## src/rtl/stack_queue_feeder.sv

```systemverilog
// stack_queue_feeder: control stage in front of the LIFO/FIFO/BUFFER storage block.
// Converts a ready/valid write stream and a read-request line into storage strobes.
// It mirrors the storage occupancy and returns popped bytes as a rd_valid pulse.
// Optional statistics counters are enabled by defining FEEDER_STATS_EN.
module stack_queue_feeder #(
    parameter int DEPTH = 15,
    parameter int CNT_W = 4
) (
    input  logic             clk,
    input  logic             reset,
    input  logic [1:0]       cfg_mode,
    input  logic             cfg_load,
    output logic             cfg_err,
    input  logic             wr_valid,
    input  logic [7:0]       wr_data,
    output logic             wr_ready,
    input  logic             rd_req,
    output logic             rd_valid,
    output logic [7:0]       rd_data,
    output logic             rd_err,
    output logic [CNT_W-1:0] count,
    output logic [1:0]       st_mode,
    output logic             st_ce_lifo,
    output logic             st_ce_fifo,
    output logic             st_ce_buffer,
    output logic [7:0]       st_din,
    output logic             st_push,
    output logic             st_pop,
`ifdef FEEDER_STATS_EN
    output logic [15:0]      stat_push,
    output logic [15:0]      stat_pop,
    output logic [15:0]      stat_err,
`endif
    input  logic [7:0]       st_dout
);

    typedef enum logic [1:0] {IDLE, PUSH, POP, CAPTURE} state_t;

    localparam logic [1:0] MODE_LIFO   = 2'd0;
    localparam logic [1:0] MODE_FIFO   = 2'd1;
    localparam logic [1:0] MODE_BUFFER = 2'd2;
    localparam logic [1:0] MODE_OFF    = 2'd3;
    localparam logic [CNT_W-1:0] DEPTH_C = CNT_W'(DEPTH);

    state_t           state_q, state_d;
    logic [1:0]       mode_q;
    logic [CNT_W-1:0] count_q;
    logic [7:0]       din_q;
    logic [7:0]       buf_data_q;
    logic             buf_valid_q;
    logic             rd_valid_q;
    logic [7:0]       rd_data_q;
    logic             rd_err_q;
    logic             cfg_err_q;
    logic             wr_ready_c;
    logic             rd_err_set;
    logic             stack_mode;
    logic             cfg_ok;
    logic             wr_fire;

    assign stack_mode = (mode_q == MODE_LIFO) || (mode_q == MODE_FIFO);
    assign cfg_ok     = cfg_load && (state_q == IDLE) && (count_q == '0);
    assign wr_ready   = wr_ready_c && !reset;
    assign wr_fire    = wr_valid && wr_ready;

    // Next-state and write-ready decode; reads win over writes, and a pending cfg_load blocks writes
    always_comb begin
        state_d    = state_q;
        wr_ready_c = 1'b0;
        rd_err_set = 1'b0;
        case (state_q)
            IDLE: begin
                if (stack_mode) begin
                    if (rd_req) begin
                        if (count_q != '0) state_d = POP;
                        else               rd_err_set = 1'b1;
                    end else if (!cfg_load) begin
                        wr_ready_c = (count_q < DEPTH_C);
                        if (wr_valid && (count_q < DEPTH_C)) state_d = PUSH;
                    end
                end else if (mode_q == MODE_BUFFER) begin
                    wr_ready_c = !cfg_load;
                end
            end
            PUSH:    state_d = IDLE;
            POP:     state_d = CAPTURE;
            CAPTURE: state_d = IDLE;
            default: state_d = IDLE;
        endcase
    end

    // State, mode, occupancy mirror and error pulse registers
    always_ff @(posedge clk) begin
        if (reset) begin
            state_q   <= IDLE;
            mode_q    <= MODE_FIFO;
            count_q   <= '0;
            rd_err_q  <= 1'b0;
            cfg_err_q <= 1'b0;
        end else begin
            state_q   <= state_d;
            rd_err_q  <= rd_err_set;
            cfg_err_q <= cfg_load && !cfg_ok;
            if (cfg_ok) mode_q <= cfg_mode;
            if (state_q == PUSH)     count_q <= count_q + CNT_W'(1);
            else if (state_q == POP) count_q <= count_q - CNT_W'(1);
        end
    end

    // Data path: latch write bytes for storage, run the BUFFER bypass, return read bytes
    always_ff @(posedge clk) begin
        if (reset) begin
            din_q       <= '0;
            buf_data_q  <= '0;
            buf_valid_q <= 1'b0;
            rd_valid_q  <= 1'b0;
            rd_data_q   <= '0;
        end else begin
            if (wr_fire && stack_mode) din_q <= wr_data;
            buf_valid_q <= wr_fire && (mode_q == MODE_BUFFER);
            if (wr_fire && (mode_q == MODE_BUFFER)) buf_data_q <= wr_data;
            rd_valid_q <= (state_q == CAPTURE) || buf_valid_q;
            if (state_q == CAPTURE)  rd_data_q <= st_dout;
            else if (buf_valid_q)    rd_data_q <= buf_data_q;
        end
    end

    assign cfg_err      = cfg_err_q;
    assign rd_err       = rd_err_q;
    assign rd_valid     = rd_valid_q;
    assign rd_data      = rd_data_q;
    assign count        = count_q;
    assign st_mode      = mode_q;
    assign st_ce_lifo   = (mode_q == MODE_LIFO);
    assign st_ce_fifo   = (mode_q == MODE_FIFO);
    assign st_ce_buffer = (mode_q == MODE_BUFFER);
    assign st_din       = (mode_q == MODE_BUFFER) ? wr_data : din_q;
    assign st_push      = (state_q == PUSH) && stack_mode;
    assign st_pop       = (state_q == POP) && stack_mode;

`ifdef FEEDER_STATS_EN
    logic [15:0] stat_push_q, stat_pop_q, stat_err_q;
    logic [16:0] err_sum;

    assign err_sum = {1'b0, stat_err_q} + 17'(rd_err_q) + 17'(cfg_err_q);

    // Saturating event counters for push strobes, pop strobes and error pulses
    always_ff @(posedge clk) begin
        if (reset) begin
            stat_push_q <= '0;
            stat_pop_q  <= '0;
            stat_err_q  <= '0;
        end else begin
            if (st_push && stat_push_q != 16'hFFFF) stat_push_q <= stat_push_q + 16'd1;
            if (st_pop && stat_pop_q != 16'hFFFF)   stat_pop_q  <= stat_pop_q + 16'd1;
            stat_err_q <= err_sum[16] ? 16'hFFFF : err_sum[15:0];
        end
    end

    assign stat_push = stat_push_q;
    assign stat_pop  = stat_pop_q;
    assign stat_err  = stat_err_q;
`endif

endmodule

```

## config.mk

```make
export PLATFORM = sky130hd
export DESIGN_NAME = stack_queue_feeder
export DESIGN_NICKNAME = d
export VERILOG_FILES = /design/src/rtl/stack_queue_feeder.sv
export SDC_FILE = /design/constraint.sdc
export NUM_CORES = 1
export LEC_CHECK = 0
export ABC_CLOCK_PERIOD_IN_PS = 1800
export CAP_MARGIN = 20
export CORE_ASPECT_RATIO = 1.25
export CORE_MARGIN = 1
export CORE_UTILIZATION = 30
export CTS_BUF_LIST = sky130_fd_sc_hd__clkbuf_4
export DETAILED_ROUTE_END_ITERATION = 16
export PLACE_DENSITY = 0.66
export SLEW_MARGIN = 20
export SYNTH_ARGS = -nofsm -noshare
export SYNTH_HDL_FRONTEND = slang
export SYNTH_SLANG_ARGS = --single-unit
```

## constraint.sdc

```tcl
create_clock -name clk -period 1.8 [get_ports clk]
set_input_delay 0.36 -clock clk [delete_from_list [all_inputs] [get_ports clk]]
set_output_delay 0.36 -clock clk [all_outputs]
set_load 0.005 [all_outputs]
```

# Word level (Yosys, flattened, before mapping)
# Cells that the tools add are included.
# totals
regBits	36
latch_bits	0
mem_bits_rw	0
romBits	0
in_bits	23
output_inout_bits	31
elab_cells	66
memories	0
# classes
n_addsub	2
multipliers	0
div_mod_pow	0
order_cmp	1
eq_ne	9
shifts	0
n_mux	17
bitwise_logic	3
reduce_logical	24
# ops
operator	n
$mux 8	3
$logic_and 1x1->1	10
$mux 2	5
$mux 4	2
$eq 2x2->1 const B	3
$mux 1	6
$ne 3x2->1 const B	2
$pmux 2 s3	1
$add 4x1->4 const B	1
$eq 2x1->1 const B	2
$logic_not 2->1	2
$logic_not 4->1	1
$lt 4x4->1 const B	1
$reduce_and 4->1	1
$reduce_bool 2->1	2
$reduce_bool 4->1	1
$reduce_or 4->1	1
$sub 4x1->4 const B	1
$logic_not 1->1	3
$ne 3x3->1 const B	1
$not 1->1	3
$logic_or 1x1->1	2
$ne 2x2->1 const B	1
$reduce_or 2->1	1

# Logic depth before layout (Yosys ltp)
# depth
word_depth	8
depth_mapped	8
depth_no_buf	8

# Least setup slack after synthesis
# Ideal clock, no wire load.
# synth_timing
path_type	reg-to-reg
from	register state_q[1]
to	register count_q[3], in the netlist count[3]
setup_time_ps	121
arrival_ps	1806
required_ps	1679
setup_slack_ps	-127
stages_incl_launch_ff	9
n_path_buf	0
synth_period_minus_slack_ps	1927
cell_sequence	dfxtp_1 inv_1 ha_1 inv_1 ha_1 a21o_1 a21oi_2 mux2i_1 mux2_2
# synth_via
elab_chain_len	2
word_cells_on_any_way	4
cone_classes	eq/ne: 2; mux: 1; reduce/logical: 1
# synth_lines
item	line_no	source
start, declared	45	state_t state_q, state_d;
start signal, assigned	101	state_q <= state_d;
$eq 2x1->1 or $eq 2x2->1 (tied branches)	105, 106	
$mux 4 or $reduce_bool 2->1 (tied branches)	n/a	
end signal, assigned	105	if (state_q == PUSH) count_q <= count_q + CNT_W'(1);
end signal, assigned	106	else if (state_q == POP) count_q <= count_q - CNT_W'(1);
end, declared	47	logic [CNT_W-1:0] count_q;
# Several ways; a longest one is shown, not always the timed one.
# A chain may end at the register's enable or synchronous reset.

# Worst setup path after layout
# Ends and elaborated chain as after synthesis.

==> reports/metrics.yaml <==
placed_design:
  gp_congestion: 0.752
  place_area_um2: 2530
  port_buffers: 53
  detailed_place_hpwl_mm: 3.02
outcome:
  status: "completed"
power:
  power_density_nw_per_um2: 1060
  power_leakage_nw: 1.29
  peakVddDrop_mv: 0.579
timing:
  finalSetupViolCount: 0
  slew_headroom: 0.659
  finalCritPeriodShare: 0.992
  whs_ps: 505
  hold_viol_final: 0
  skew_ps: 7.49
  drv_slew: 0
  fmax_ghz: 0.560
  worst_pin_slew_ps: 511
  fin_tns_setup_ps: 0
  rsz0062_at_grt: "true"
  min_period_ps: 1790
clock_tree:
  tritoncts: "yes"
  holdBufCountCts: 0
  clk_path_buf_depth: 2
  cts.sinks: 36
  cts.reportedPaths.clkPinSlew_ps: 100
  cts_root_buffer: "clkbuf_4"
  h-tree-depth: 2
  clk_latency_ps: 330
  cts_inserted_buffers: 5
cells_and_area:
  drive_gt1_frac: 0.250
  final_util: 0.483
  nets: 314
  antennaDiodeCount: 0
  fillers: 573
  design_area_um2: 2670
  ff_latch_area_um2: 732
  multiInputGateArea_um2: 988
  area_growth_pct: 53.6
setup_path:
  required_ps: 2040
  crit_slowest_cell: "dfxtp_2"
  timing_worst_setup_path_type: "reg -> reg"
  path_max_fanout: 4
  ff2ff_path_depth: 8
  startpoint_type: "register"
  cp-end-kind: "register"
  cp_data_arrival_time_ps: 2020
  slowest_delay_ps: 360
  crit_chain: "inv_4 -> ha_4 -> inv_4 -> ha_4 -> a21o_1 -> a21oi_2 -> mux2i_1 -> mux2_2"
synth:
  synth_xor_area_frac: 0.0101
  yosysSeqAreaShare: 0.415
  yosys_warnings: 0
  netlist_instances: 199
  synth_top_family_by_area: "simple AND/OR/NAND/NOR gates"
  synth.area.mux_share: 0.177
  synthAdderAreaFrac: 0.0620
  syn_area_um2: 1740
  yosysUniqueCellTypes: 30
  synth-simple-area-share: 0.240
  syn_area_per_cell_um2: 8.73
  synth_nets: 230
  synth_compound_area_frac: 0.0555
  ys_ff_latch: 36
die:
  start_util: 0.315
  io-pin-count: 54
  core_um2: 5520
  row_count: 30
  die_area_um2: 6100
  die_w_um: 70.1
  die_y_um: 87.1
global_route:
  grt_pass1_wl_mm: 7.13
  antenna_found_initial: 0
  grt_use_total: 0.149
  grt_overflow: 0
  grt_pass1_vias: 1596
  grt_start_max_net_pins: 38
run:
  maxCapViolations: 0
drt:
  dr.first_iter.drc_count: 33
  drt-total-wl_mm: 4.22
  avgRoutedWirePerCell_um: 12.1
  via_per_inst: 4.57
  drtAntennaViolNets: 0
  firstDrtPassIters: 4
  vias: 1590
  drc: 0
hold_path:
  hp-class: "reg -> reg"
  min_path_cells: 2
layout by cell type (no fill, tap or decap), types with 4 or more instances in the layout:
| cell | Yosys | final |
|---|---|---|
| nor2_1 | 43 | 43 |
| clkdlybuf4s50_1 | 0 | 39 |
| buf_4 | 0 | 32 |
| dfxtp_1 | 36 | 31 |
| nand2_1 | 29 | 29 |
| mux2i_1 | 28 | 28 |
| a21oi_1 | 11 | 11 |
| clkbuf_4 | 0 | 7 |
| clkbuf_2 | 0 | 6 |
| nor2b_1 | 4 | 4 |
| nand2b_1 | 5 | 4 |
| dlygate4sd2_1 | 0 | 4 |
through the flow:
step	cells	power, mW	worst slack [ps]
4_1_cts	346	2.82	-34.7
3_3_place_gp	333	2.31	-275
5_1_grt	348	3.09	-69.3
2_1_floorplan	199	1.72	4.32
3_5_place_dp	333	2.33	-268
6_report	348	2.84	14.9
critical path, delay by kind of cell, from the launching register on:
kind            cells  cell delay [ps]
compound gates      2              310
mux                 2              550
buf+inv             2              120
flops               1              360
fa+ha+maj           2              350
cells in the mapped netlist:
cell type   n  area, um2
dfxtp_1    36        721
nor2b_1     4       25.0
fa_1        1       20.0
nand2b_1    5       31.3
nand3_1     3       15.0
nand4_2     1       12.5
nand4b_1    1       8.76
xnor2_1     2       17.5
a22o_1      1       8.76
inv_2       1       3.75
mux2i_1    28        280
buf_6       1       11.3
a21oi_1    11       55.1
and3b_1     1       8.76
o21a_2      1       8.76
inv_1       4       15.0
nor3_1      1       5.00
a21oi_2     1       8.76
nor3b_2     1       12.5
nand4_1     1       6.26
mux2_2      1       11.3
nand2_1    29        109
mux2_4      1       15.0
nor2_1     43        161
nor4_4      1       21.3
a211oi_1    1       7.51
ha_1        7       87.6
a21o_1      1       7.51
buf_2       3       15.0
clkbuf_1    7       26.3
final timing paths:
kind	from	endpoint	slack [ps]
hold / removal	buf_data_q[0]	buf_data_q[0]	510
setup reg to reg	state_q[1]	count[3]	10
hold reg to reg	buf_data_q[0]	buf_data_q[0]	510
setup / recovery	state_q[1]	count[3]	10
layer usage:
metal | global-route usage | wire length [um]
met4 | 0.0600 | 111
met1 | 0.156 | 1750
met3 | 0.0382 | 158
met2 | 0.283 | 2200
met5 | 0 | 0
logic make-up (layout without fill, tap and decap cells):
kind of cell	Yosys count	in the layout
simple gates	91	91
flops	36	36
mux	30	30
compound gates	16	16
buf+inv	16	101
fa+ha+maj	8	8
xor+xnor	2	2
power breakdown:
group | switching [mW] | internal (mW) | total (mW)
Sequential | 0.0771 | 0.909 | 0.986
Clock | 0.256 | 0.180 | 0.436
Combinational | 0.589 | 0.828 | 1.42
flip-flops by register name, summed over array words and instances, names as in the netlist:
register     count
cfg_err          1
buf_data_q       8
buf_valid_q      1
state_q          2
count            4
din_q            8
rd_data          8
rd_err           1
st_mode          2
rd_valid         1
what timing repair did:
action / CTS / global route
endpoints found under the setup margin: 16 / 10
resized for setup: 38 / 13
buffers inserted: 5 / 2
pin swaps: 1 / 3
gates cloned: 0 / 0
area by class of cell:
class,instances,area share
inverter,5,0.0117
tap,64,0.0300
multi-input combinational,147,0.371
timing repair buffer,88,0.292
sequential,36,0.274
clock inverter,1,0.00141
clock buffer,7,0.0197
No activity file was read; power rests on OpenSTA's default activity.
